==> src/rtl/cdc_pkg.sv <==
// Shared definitions for the req/ack toggle receiver.
// Holds the capture FSM encoding and the default synchroniser depth.
// No logic; imported by the receiver top.
package cdc_pkg;

  // Default number of synchroniser flops on the incoming request and payload.
  localparam int DEFAULT_SYNC_STAGES = 2;

  // Capture FSM: wait for a request edge, let the payload settle one cycle,
  // then hold the word until the FIFO has room.
  typedef enum logic [1:0] {
    ST_IDLE       = 2'd0,
    ST_SETTLE     = 2'd1,
    ST_WAIT_SPACE = 2'd2
  } cap_state_t;

endpackage

==> src/rtl/cdc_sync_chain.sv <==
// Multi-flop synchroniser chain for a level signal or a held-stable bus.
// Latency: STAGES clock edges from i_d to o_q.
// No backpressure; samples every cycle.
module cdc_sync_chain #(
  parameter int WIDTH  = 1,
  parameter int STAGES = 2
) (
  input  logic             i_clk,
  input  logic             i_rst,
  input  logic [WIDTH-1:0] i_d,
  output logic [WIDTH-1:0] o_q
);

  logic [WIDTH-1:0] r_stage [STAGES];

  // Shift the input through the chain; reset clears every stage.
  always_ff @(posedge i_clk or posedge i_rst) begin
    if (i_rst) begin
      for (int i = 0; i < STAGES; i++) begin
        r_stage[i] <= '0;
      end
    end else begin
      r_stage[0] <= i_d;
      for (int i = 1; i < STAGES; i++) begin
        r_stage[i] <= r_stage[i-1];
      end
    end
  end

  assign o_q = r_stage[STAGES-1];

endmodule

==> src/rtl/cdc_reqack_rx_fifo.sv <==
// Receive side of a 4-phase-free toggle req/ack CDC, feeding a small FIFO.
// Latency: word visible on m_valid SYNC_STAGES+2 edges after req_tog is first sampled.
// Backpressure: a full FIFO withholds ack_tog, stalling the sender until a pop.
module cdc_reqack_rx_fifo
  import cdc_pkg::*;
#(
  parameter int W           = 8,
  parameter int DEPTH       = 4,
  parameter int SYNC_STAGES = DEFAULT_SYNC_STAGES
) (
  input  logic                       dst_clk,
  input  logic                       dst_rst,
  input  logic                       req_tog,
  input  logic [W-1:0]               bus,
  output logic                       ack_tog,
  output logic                       m_valid,
  input  logic                       m_ready,
  output logic [W-1:0]               m_data,
  output logic [$clog2(DEPTH+1)-1:0] fifo_count,
  output logic                       protocol_err
);

  localparam int CW = $clog2(DEPTH+1);
  localparam int PW = $clog2(DEPTH);
  localparam logic [CW-1:0] FULL_CNT = CW'(DEPTH);

  // Synchronised request level, one extra flop for edge detection.
  logic         w_req_sync;
  logic         r_req_last;
  logic         w_req_edge;
  logic [W-1:0] w_bus_sync;

  cap_state_t   r_state;
  cap_state_t   w_state_nxt;
  logic         w_push;
  logic         w_push_ok;
  logic         w_pop;
  logic         w_proto_hit;

  logic         r_ack;
  logic         r_err;
  logic [W-1:0] r_mem [DEPTH];
  logic [PW-1:0] r_wr_ptr;
  logic [PW-1:0] r_rd_ptr;
  logic [CW-1:0] r_count;

  cdc_sync_chain #(
    .WIDTH  (1),
    .STAGES (SYNC_STAGES)
  ) u_req_sync (
    .i_clk (dst_clk),
    .i_rst (dst_rst),
    .i_d   (req_tog),
    .o_q   (w_req_sync)
  );

  // The payload is held stable by the sender, so plain flops are enough.
  cdc_sync_chain #(
    .WIDTH  (W),
    .STAGES (SYNC_STAGES)
  ) u_bus_sync (
    .i_clk (dst_clk),
    .i_rst (dst_rst),
    .i_d   (bus),
    .o_q   (w_bus_sync)
  );

  // Last flop of the request chain; its XOR with the previous stage marks a new request.
  always_ff @(posedge dst_clk or posedge dst_rst) begin
    if (dst_rst) begin
      r_req_last <= 1'b0;
    end else begin
      r_req_last <= w_req_sync;
    end
  end

  assign w_req_edge = w_req_sync ^ r_req_last;
  assign w_pop      = (r_count != '0) && m_ready;
  assign w_push_ok  = (r_count < FULL_CNT) || ((r_count == FULL_CNT) && w_pop);

  // Capture FSM state register.
  always_ff @(posedge dst_clk or posedge dst_rst) begin
    if (dst_rst) begin
      r_state <= ST_IDLE;
    end else begin
      r_state <= w_state_nxt;
    end
  end

  // Next state, write strobe, and detection of a request arriving while busy.
  always_comb begin
    w_state_nxt = r_state;
    w_push      = 1'b0;
    w_proto_hit = 1'b0;
    case (r_state)
      ST_IDLE: begin
        if (w_req_edge) begin
          w_state_nxt = ST_SETTLE;
        end
      end
      ST_SETTLE: begin
        w_proto_hit = w_req_edge;
        if (w_push_ok) begin
          w_push      = 1'b1;
          w_state_nxt = ST_IDLE;
        end else begin
          w_state_nxt = ST_WAIT_SPACE;
        end
      end
      ST_WAIT_SPACE: begin
        w_proto_hit = w_req_edge;
        if (w_push_ok) begin
          w_push      = 1'b1;
          w_state_nxt = ST_IDLE;
        end
      end
      default: begin
        w_state_nxt = ST_IDLE;
      end
    endcase
  end

  // Ack flips once per accepted word; protocol error is sticky until reset.
  always_ff @(posedge dst_clk or posedge dst_rst) begin
    if (dst_rst) begin
      r_ack <= 1'b0;
      r_err <= 1'b0;
    end else begin
      if (w_push) begin
        r_ack <= ~r_ack;
      end
      if (w_proto_hit) begin
        r_err <= 1'b1;
      end
    end
  end

  // Storage array is not reset; contents are only meaningful below fifo_count.
  always_ff @(posedge dst_clk) begin
    if (w_push) begin
      r_mem[r_wr_ptr] <= w_bus_sync;
    end
  end

  // Pointers wrap naturally (DEPTH is a power of two); count tracks occupancy.
  always_ff @(posedge dst_clk or posedge dst_rst) begin
    if (dst_rst) begin
      r_wr_ptr <= '0;
      r_rd_ptr <= '0;
      r_count  <= '0;
    end else begin
      if (w_push) begin
        r_wr_ptr <= r_wr_ptr + PW'(1);
      end
      if (w_pop) begin
        r_rd_ptr <= r_rd_ptr + PW'(1);
      end
      case ({w_push, w_pop})
        2'b10:   r_count <= r_count + CW'(1);
        2'b01:   r_count <= r_count - CW'(1);
        default: r_count <= r_count;
      endcase
    end
  end

  assign ack_tog      = r_ack;
  assign protocol_err = r_err;
  assign m_valid      = (r_count != '0);
  assign m_data       = r_mem[r_rd_ptr];
  assign fifo_count   = r_count;

endmodule

==> config.mk <==
export PLATFORM = sky130hd
export DESIGN_NAME = cdc_reqack_rx_fifo
export DESIGN_NICKNAME = d
export VERILOG_FILES = /design/src/rtl/cdc_pkg.sv /design/src/rtl/cdc_sync_chain.sv /design/src/rtl/cdc_reqack_rx_fifo.sv
export SDC_FILE = /design/constraint.sdc
export NUM_CORES = 1
export LEC_CHECK = 0
export ABC_AREA = 1
export CAP_MARGIN = 30
export CORE_MARGIN = 2
export CORE_UTILIZATION = 30
export CTS_CLUSTER_DIAMETER = 50
export CTS_CLUSTER_SIZE = 20
export DETAILED_ROUTE_END_ITERATION = 8
export RECOVER_POWER = 50
export SYNTH_ARGS = -nofsm -noshare
export SYNTH_HDL_FRONTEND = slang
export SYNTH_HIERARCHICAL = 1
export SYNTH_SLANG_ARGS = --single-unit
export TNS_END_PERCENT = 30
==> constraint.sdc <==
create_clock -name dst_clk -period 2.1 [get_ports dst_clk]
set_input_delay 0.42 -clock dst_clk [delete_from_list [all_inputs] [get_ports dst_clk]]
set_output_delay 0.42 -clock dst_clk [all_outputs]
set_load 0.1 [all_outputs]
==> run summary, run 1 <==
### Outcome
* result of the run: finished, final reports clean

### Finish
* final standard cell area without fillers: 3100 µm²
* ANT cells: 0
* final standard cell utilization of the core: 39.9%
* number of fill cells: 755
* nets@finish: 246
* leading cell type in the layout, fill and taps excluded: sky130_fd_sc_hd__edfxtp_1
* fraction of final layout cells sized beyond drive strength 1: 23.5%
* area added between synthesis and finish: 28.2%
* commonest non-fill, non-tap cells in the layout: sky130_fd_sc_hd__edfxtp_1 (32), sky130_fd_sc_hd__dfrtp_1 (26), sky130_fd_sc_hd__nand2_1 (21), sky130_fd_sc_hd__nor2_1 (21), sky130_fd_sc_hd__inv_1 (20)

### Floorplanning
* die outline area: 8800 µm²
* Row Count: 32
* Initial Util: 31.1%
* Top Ports: 26
* Die X: 93.8 µm
* die outline height: 93.8 µm
* placeable core region: 7770 µm²

### Critical path
* arrival time reported for the critical path endpoint: 1.60 ns
* Crit path required time: 1.68 ns
* Setup Crit Path Kind: flip-flop to output port
* kind of start point of the critical path: flip-flop
* critical path endpoint category: output port
* biggest fanout along the worst timing path: 18

### Flow run
* max_cap viols: 0

### STA
* achievable clock frequency: 496 MHz
* final hold violation count: 0
* fin crit share: 96.0%
* final-layout setup total negative slack: 0 ns
* slew at the pin closest to its max-slew limit: 0.567 ns
* number of setup violations in the final report: 0
* final worst-path setup slack: 0.0845 ns
* setup repair after global routing missed its margin: no
* Final Max Slew Viols: 0
* Post-Route Skew: 0.00659 ns
* final critical delay including setup and external delays: 2.02 ns
* headroom to the max-slew limit: 62.2%

### Global route
* gr usage total: 9.56%
* first-pass GRT wire length: 6.32 mm
* via count of the first global-routing pass: 1352
* grt total ovfl: 0
* largest net degree at the start of global routing: 19
* number of antenna violations at the first check in global routing: 0

### Hold path
* classification of the worst-slack hold path: flip-flop to flip-flop

### Yosys
* cell types with the largest area share after synthesis: sky130_fd_sc_hd__edfxtp_1 (40%), sky130_fd_sc_hd__dfrtp_1 (31%), sky130_fd_sc_hd__ha_1 (4.1%)
* mean instance size in the synthesized netlist: 12.8 µm²
* synthesized instance count: 189
* largest area contributor in the synthesized netlist: sky130_fd_sc_hd__edfxtp_1
* synthesis-stage register bit count: 62
* number of synthesis warnings: 6
* share of the yosys chip area belonging to registers: 70.8%
* netlist area before placement: 2420 µm²
* post-synth top area share: 39.7%
* Yosys cell types: 23
* Syn Nets: 210

### CTS
* Sink Count: 62
* clock network latency to the later pin of the worst-skew pair: 0.32 ns
* Num CTS Buffers: 9
* maximum level of the CTS H-tree: 3
* clk root buf: sky130_fd_sc_hd__clkbuf_8
* Clock transition at path regs: 0.06 ns
* number of gates resized after cts: 0
* post-CTS setup-driven buffer insertion count: 0
* number of buffers inserted by hold repair at cts: 0
* CTS tree: done
* Max Buffers Root-to-Sink: 2

### Place
* number of input and output port buffers inserted: 25
* Detail Placement HPWL: 2.66 mm
* routability congestion estimate from global placement: 0.683
* worst setup slack before clock tree synthesis: -0.0976 ns
* Post-DP Area: 2890 µm²

### Detailed routing
* detail-routed via count per cell: 4.14
* DRT antenna net count: 0
* 1st-iter DRT viols: 52
* count of unresolved DRC violations after routing: 0
* vias post-DR: 1376
* first-pass detailed-route iteration total: 4
* wire length per cell after detailed routing: 11.5 µm
* Total Routed Length: 3.81 mm

==> per-stage QoR <==
step           cells  hold slack [ns]
6_report         332            0.348
5_1_grt          332            0.355
4_1_cts          332            0.302
3_5_place_dp     316            0.335
3_3_place_gp     316            0.333
2_1_floorplan    189            0.161
==> flip-flops by register name (all words and copies together), names as in the netlist <==
register            flops
r_wr_ptr                2
u_bus_sync/r_stage      8
r_rd_ptr                2
u_bus_sync/o_q          8
u_req_sync/o_q          1
r_mem                  32
r_req_last              1
r_state                 2
fifo_count              3
protocol_err            1
ack_tog                 1
u_req_sync/r_stage      1
==> synth_stat cells, drive strengths merged <==
| library cell | number |
|---|---|
| a21o | 1 |
| a21oi | 1 |
| buf | 11 |
| dfrtp | 30 |
| edfxtp | 32 |
| fa | 1 |
| ha | 8 |
| inv | 23 |
| nand2 | 25 |
| nand3 | 5 |
| nor2 | 22 |
| o21ai | 18 |
| o22ai | 8 |
| or2 | 1 |
| xnor2 | 1 |
| xor2 | 2 |
==> critical path: stages, from the launching register on <==
cell,delay (ns)
sky130_fd_sc_hd__dfrtp_2,0.48
sky130_fd_sc_hd__inv_4,0.18
sky130_fd_sc_hd__o21ai_0,0.10
sky130_fd_sc_hd__o22ai_1,0.29
sky130_fd_sc_hd__buf_12,0.22
==> kinds of logic after synthesis <==
logic type,share of synthesized area (%)
AO/OA/AOI/OAI,6.31
flip-flops,70.8
XOR/XNOR,1.09
AND/OR/NAND/NOR,9.21
buffers and inverters,7.66
adder cells (fa/ha/maj),4.97
==> final cells by class <==
| type | instances | area (µm²) | area share [%] |
|---|---|---|---|
| Tap cell | 102 | 128 | 4.11 |
| Sequential cell | 62 | 1720 | 55.6 |
| Clock buffer | 9 | 124 | 3.99 |
| Multi-Input combinational cell | 93 | 559 | 18.0 |
| Timing Repair Buffer | 36 | 410 | 13.2 |
| Inverter | 23 | 91.3 | 2.94 |
| Clock inverter | 7 | 65.1 | 2.10 |
==> path summary, 6_finish.rpt <==
check                                       startpoint               endpoint  slack (ns)  cells past startpoint
worst max-delay path                       r_rd_ptr[0]              m_data[7]        0.08                      4
worst min-delay path            u_bus_sync/r_stage[10]      u_bus_sync/o_q[2]        0.35                      0
worst max register to register              r_state[0]          fifo_count[2]        0.19                      9
worst min register to register  u_bus_sync/r_stage[10]      u_bus_sync/o_q[2]        0.35                      0
max in group asynchronous                      dst_rst      u_bus_sync/o_q[4]        1.08                      2
min in group asynchronous                      dst_rst  u_req_sync/r_stage[1]        0.43                      2
==> per-layer routing <==
metal | global-route usage (%) | routed length, µm | up-vias
met5 | 0 | 0 | -
met4 | 5.43 | 68 | 0
met3 | 2.57 | 191 | 8
met2 | 14.6 | 1860 | 35
met1 | 12.2 | 1690 | 640
li1 | - | - | 693
Power of run 1 is not shown: default switching activity piles up to over one toggle a cycle in this logic, so the estimate is an artifact.
==> run 2: changes to the inputs <==
CAP_MARGIN = 10   (was 30)
HOLD_SLACK_MARGIN = 0.02   (was not set)
RECOVER_POWER = not set   (was 50)
==> run 2 against run 1 <==
Non-clock buffer count unchanged. Fmax unchanged. Highest routed layer unchanged. Count of clock-buffer cells in the layout unchanged.
==> run summary, run 2 (same netlist as run 1, synthesis figures left out) <==
### Flow run
* max_cap viols: 0, unchanged

### Place
* routability congestion estimate from global placement: 0.683, unchanged
* Detail Placement HPWL: 2.66 mm, unchanged
* worst setup slack before clock tree synthesis: -0.0976 ns, unchanged
* number of input and output port buffers inserted: 25, unchanged

### CTS
* Sink Count: 62, unchanged
* post-CTS setup-driven buffer insertion count: 0, unchanged
* Max Buffers Root-to-Sink: 2, unchanged
* maximum level of the CTS H-tree: 3, unchanged
* clk root buf: sky130_fd_sc_hd__clkbuf_8
* clock network latency to the later pin of the worst-skew pair: 0.32 ns, about the same
* Clock transition at path regs: 0.07 ns, about the same
* CTS tree: done
* Num CTS Buffers: 9, unchanged

### Floorplanning
* Initial Util: 31.1%, unchanged
* placeable core region: 7770 µm², unchanged
* die outline area: 8800 µm², unchanged
* die outline height: 93.8 µm, unchanged
* Die X: 93.8 µm, unchanged
* Row Count: 32, unchanged
* Top Ports: 26, unchanged

### Global route
* via count of the first global-routing pass: 1352, unchanged
* largest net degree at the start of global routing: 19, unchanged
* gr usage total: 9.56%, unchanged
* number of antenna violations at the first check in global routing: 0, unchanged
* grt total ovfl: 0, unchanged
* first-pass GRT wire length: 6.32 mm, unchanged

### Critical path
* critical path endpoint category: output port
* kind of start point of the critical path: flip-flop
* Crit path required time: 1.68 ns, about the same
* Setup Crit Path Kind: flip-flop to output port
* biggest fanout along the worst timing path: 18, unchanged
* arrival time reported for the critical path endpoint: 1.60 ns, about the same

### Hold path
* classification of the worst-slack hold path: primary input to asynchronous set/reset pin

### STA
* achievable clock frequency: 496 MHz, unchanged
* headroom to the max-slew limit: 62.2%, about the same
* slew at the pin closest to its max-slew limit: 0.567 ns, +0.0000895 ns
* Post-Route Skew: 0.00659 ns, unchanged
* worst hold-check slack: 0.304 ns, -0.0442 ns
* final hold violation count: 0, unchanged
* number of setup violations in the final report: 0, unchanged
* final worst-path setup slack: 0.0845 ns, unchanged
* final critical delay including setup and external delays: 2.02 ns, unchanged
* fin crit share: 96.0%, unchanged
* setup repair after global routing missed its margin: no
* Final Max Slew Viols: 0, unchanged

### Detailed routing
* Total Routed Length: 3.81 mm, about the same
* detail-routed via count per cell: 4.14, unchanged
* count of unresolved DRC violations after routing: 0, unchanged
* wire length per cell after detailed routing: 11.5 µm, about the same
* DRT antenna net count: 0, unchanged
* first-pass detailed-route iteration total: 4, unchanged
* 1st-iter DRT viols: 52, unchanged
* vias post-DR: 1376, unchanged

### Finish
* area added between synthesis and finish: 28.2%, unchanged
* fraction of final layout cells sized beyond drive strength 1: 23.5%, unchanged
* leading cell type in the layout, fill and taps excluded: sky130_fd_sc_hd__edfxtp_1
* ANT cells: 0, unchanged
* most flop-heavy register: r_mem
* max reg flops: 32, unchanged
* nets@finish: 246, unchanged
* commonest non-fill, non-tap cells in the layout: sky130_fd_sc_hd__edfxtp_1 (32), sky130_fd_sc_hd__dfrtp_1 (26), sky130_fd_sc_hd__nand2_1 (21), sky130_fd_sc_hd__nor2_1 (21), sky130_fd_sc_hd__inv_1 (20)

### Outcome
* result of the run: finished, final reports clean

==> run 2: final cells by class <==
type	count	area [µm²]
Clock buffer	9	124
Tap cell	102	128
Timing Repair Buffer	36	410
Inverter	23	91.3
Sequential cell	62	1720
Fill cell	755	4670
Clock inverter	7	65.1
Multi-Input combinational cell	93	559
==> run 2: final timing paths <==
check / from / end / slack (ns) / depth (start not counted)
max: r_rd_ptr[0] / m_data[7] / 0.08 / 4
min: dst_rst / u_req_sync/r_stage[1] / 0.30 / 2
max reg2reg: r_state[0] / fifo_count[2] / 0.19 / 9
min reg2reg: u_bus_sync/r_stage[10] / u_bus_sync/o_q[2] / 0.35 / 0
max in group asynchronous: dst_rst / u_bus_sync/o_q[4] / 1.21 / 2
min in group dst_clk: u_bus_sync/r_stage[10] / u_bus_sync/o_q[2] / 0.35 / 0
==> run 2: what timing repair did <==
item	CTS	global route
setup endpoints to repair	0	9
hold buffers	0	0
resized for setup	0	3
==> run 2: stage by stage <==
step,setup TNS [ns],instances,util (%),instance area (µm²)
after floorplan,-3.56,189,-,2450
after global placement,-0.0356,316,37.2,2890
after detailed placement,-0.0976,316,37.2,2890
after CTS,0,332,39.7,3080
after global routing,0,332,39.9,3100
final,0,332,39.9,3100
==> run 2: critical path, stage by stage (launching register included) <==
cell	delay, ns
sky130_fd_sc_hd__dfrtp_2	0.48
sky130_fd_sc_hd__inv_4	0.18
sky130_fd_sc_hd__o21ai_0	0.10
sky130_fd_sc_hd__o22ai_1	0.29
sky130_fd_sc_hd__buf_12	0.22
==> run 2: per-layer routing <==
metal	vias to the layer above	part of all wire [%]	global-route usage, %
met5	-	0	0
li1	693	-	-
met1	640	44	12.2
met3	8	5.0	2.57
met2	35	49	14.6
met4	0	1.8	5.43
Power of run 2 is left out for the same reason.
==> run 3: changes to the inputs <==
REMOVE_ABC_BUFFERS = 1   (was not set)
==> run 3 against run 2 <==
Sequential cell count stayed put. Core utilization is 0.44 points higher. Count of clock-buffer cells in the layout is 2 higher. Clock skew is 0.0010 ns higher. Die area stayed put. Global-route usage is 0.36 points higher. Via count is 1.4% lower. Setup slack worse by 0.026 ns.
==> run summary, run 3 (same netlist as run 1, synthesis figures left out) <==
### Outcome
* result of the run: finished, final reports clean

### Global route
* via count of the first global-routing pass: 1401, +3.6%
* number of antenna violations at the first check in global routing: 0, unchanged
* first-pass GRT wire length: 6.57 mm, +3.9%
* grt total ovfl: 0, unchanged
* largest net degree at the start of global routing: 19, unchanged
* gr usage total: 9.93%, +0.36 points

### STA
* final critical delay including setup and external delays: 2.04 ns, +0.0263 ns
* setup repair after global routing missed its margin: yes
* fin crit share: 97.2%, +1.3 points
* Final Max Slew Viols: 0, unchanged
* worst hold-check slack: 0.316 ns, +0.0124 ns
* slew at the pin closest to its max-slew limit: 0.583 ns, +0.0158 ns
* headroom to the max-slew limit: 61.1%, -1.1 points
* achievable clock frequency: 490 MHz, -1.3%
* final hold violation count: 0, unchanged
* number of setup violations in the final report: 0, unchanged
* Post-Route Skew: 0.00761 ns, +0.00102 ns

### Finish
* nets@finish: 245, -0.41%
* final standard cell area without fillers: 3140 µm², +1.1%
* area added between synthesis and finish: 29.6%
* final standard cell utilization of the core: 40.4%, +0.44 points
* leading cell type in the layout, fill and taps excluded: sky130_fd_sc_hd__edfxtp_1
* fraction of final layout cells sized beyond drive strength 1: 22.7%, -0.77 points
* commonest non-fill, non-tap cells in the layout: sky130_fd_sc_hd__edfxtp_1 (32), sky130_fd_sc_hd__dfrtp_1 (29), sky130_fd_sc_hd__nand2_1 (22), sky130_fd_sc_hd__nor2_1 (21), sky130_fd_sc_hd__inv_1 (20)
* filler-free cell count of the finished design: 331, -0.30%
* max reg flops: 32, unchanged
* most flop-heavy register: r_mem
* number of fill cells: 755, unchanged
* ANT cells: 0, unchanged

### Detailed routing
* 1st-iter DRT viols: 93, +79%
* count of unresolved DRC violations after routing: 0, unchanged
* vias post-DR: 1357, -1.4%
* wire length per cell after detailed routing: 11.8 µm, +2.5%
* DRT antenna net count: 0, unchanged
* detail-routed via count per cell: 4.10, -1.1%
* first-pass detailed-route iteration total: 4, unchanged
* Total Routed Length: 3.90 mm, +2.2%

### Critical path
* Crit path required time: 1.68 ns, about the same
* kind of start point of the critical path: flip-flop
* biggest fanout along the worst timing path: 18, unchanged
* critical path endpoint category: output port
* Setup Crit Path Kind: flip-flop to output port
* arrival time reported for the critical path endpoint: 1.62 ns, +0.02 ns

### CTS
* Clock transition at path regs: 0.06 ns, about the same
* clk root buf: sky130_fd_sc_hd__clkbuf_8
* number of buffers inserted by hold repair at cts: 0, unchanged
* maximum level of the CTS H-tree: 3, unchanged
* CTS tree: done
* Max Buffers Root-to-Sink: 2, unchanged
* clock network latency to the later pin of the worst-skew pair: 0.32 ns, about the same
* Sink Count: 62, unchanged
* Num CTS Buffers: 9, unchanged

### Flow run
* max_cap viols: 0, unchanged

### Hold path
* classification of the worst-slack hold path: primary input to asynchronous set/reset pin

### Floorplanning
* Die X: 93.8 µm, unchanged
* Initial Util: 31.1%, unchanged
* Top Ports: 26, unchanged
* placeable core region: 7770 µm², unchanged
* die outline height: 93.8 µm, unchanged
* Row Count: 32, unchanged
* die outline area: 8800 µm², unchanged

### Place
* Post-DP Area: 2860 µm², -1.3%
* Detail Placement HPWL: 2.62 mm, -1.3%
* number of placed instances with taps included: 315, -0.32%
* number of input and output port buffers inserted: 25, unchanged
* routability congestion estimate from global placement: 0.723, +5.9%

## run 3: critical path, stage by stage (launching register included)
cell and delay [ns]:
sky130_fd_sc_hd__dfrtp_4 0.58, sky130_fd_sc_hd__inv_6 0.16, sky130_fd_sc_hd__o21ai_0 0.10, sky130_fd_sc_hd__o22ai_1 0.24
sky130_fd_sc_hd__buf_12 0.22
## run 3: per-stage QoR
step	setup slack (ns)	TNS, ns
after floorplan	-1.10	-7.92
final	0.0582	0
after global routing	-0.0362	-0.0551
after global placement	-0.0384	-0.0384
after CTS	0.00290	0
after detailed placement	-0.102	-0.102
## run 3: worst paths after layout
check	slack, ns	cells after the start	end	start
hold / removal	0.32	2	u_req_sync/r_stage[1]	dst_rst
min in group dst_clk	0.35	0	u_bus_sync/o_q[4]	u_bus_sync/r_stage[12]
setup reg to reg	0.15	9	fifo_count[2]	r_state[0]
hold reg to reg	0.35	0	u_bus_sync/o_q[4]	u_bus_sync/r_stage[12]
setup / recovery	0.06	4	m_data[2]	r_rd_ptr[0]
max in group asynchronous	1.19	2	u_bus_sync/o_q[7]	dst_rst
## run 3: layout make-up
class                      count  area, µm²  area share [%]
multi-input combinational     93        566            18.0
timing repair buffer          35        403            12.8
clock inverter                 5       98.8            3.15
sequential                    62       1720            54.7
inverter                      23       93.8            2.99
clock buffer                  11        131            4.19
tap                          102        128            4.07
## run 3: layer usage
| layer | up-vias | part of all wire [%] | GRT usage (%) |
|---|---|---|---|
| met1 | 638 | 44 | 12.3 |
| met3 | 8 | 3.7 | 2.33 |
| met4 | 0 | 2.1 | 6.52 |
| met2 | 25 | 50 | 15.4 |
| li1 | 686 | - | - |
| met5 | - | 0 | 0 |
## run 3: timing repair
item | CTS | global route
endpoints found under the setup margin | 8 | 8
gates resized for setup | 3 | 7
hold endpoints to repair | 0 | 0
setup buffers | 0 | 0
Power of run 3 is left out for the same reason.
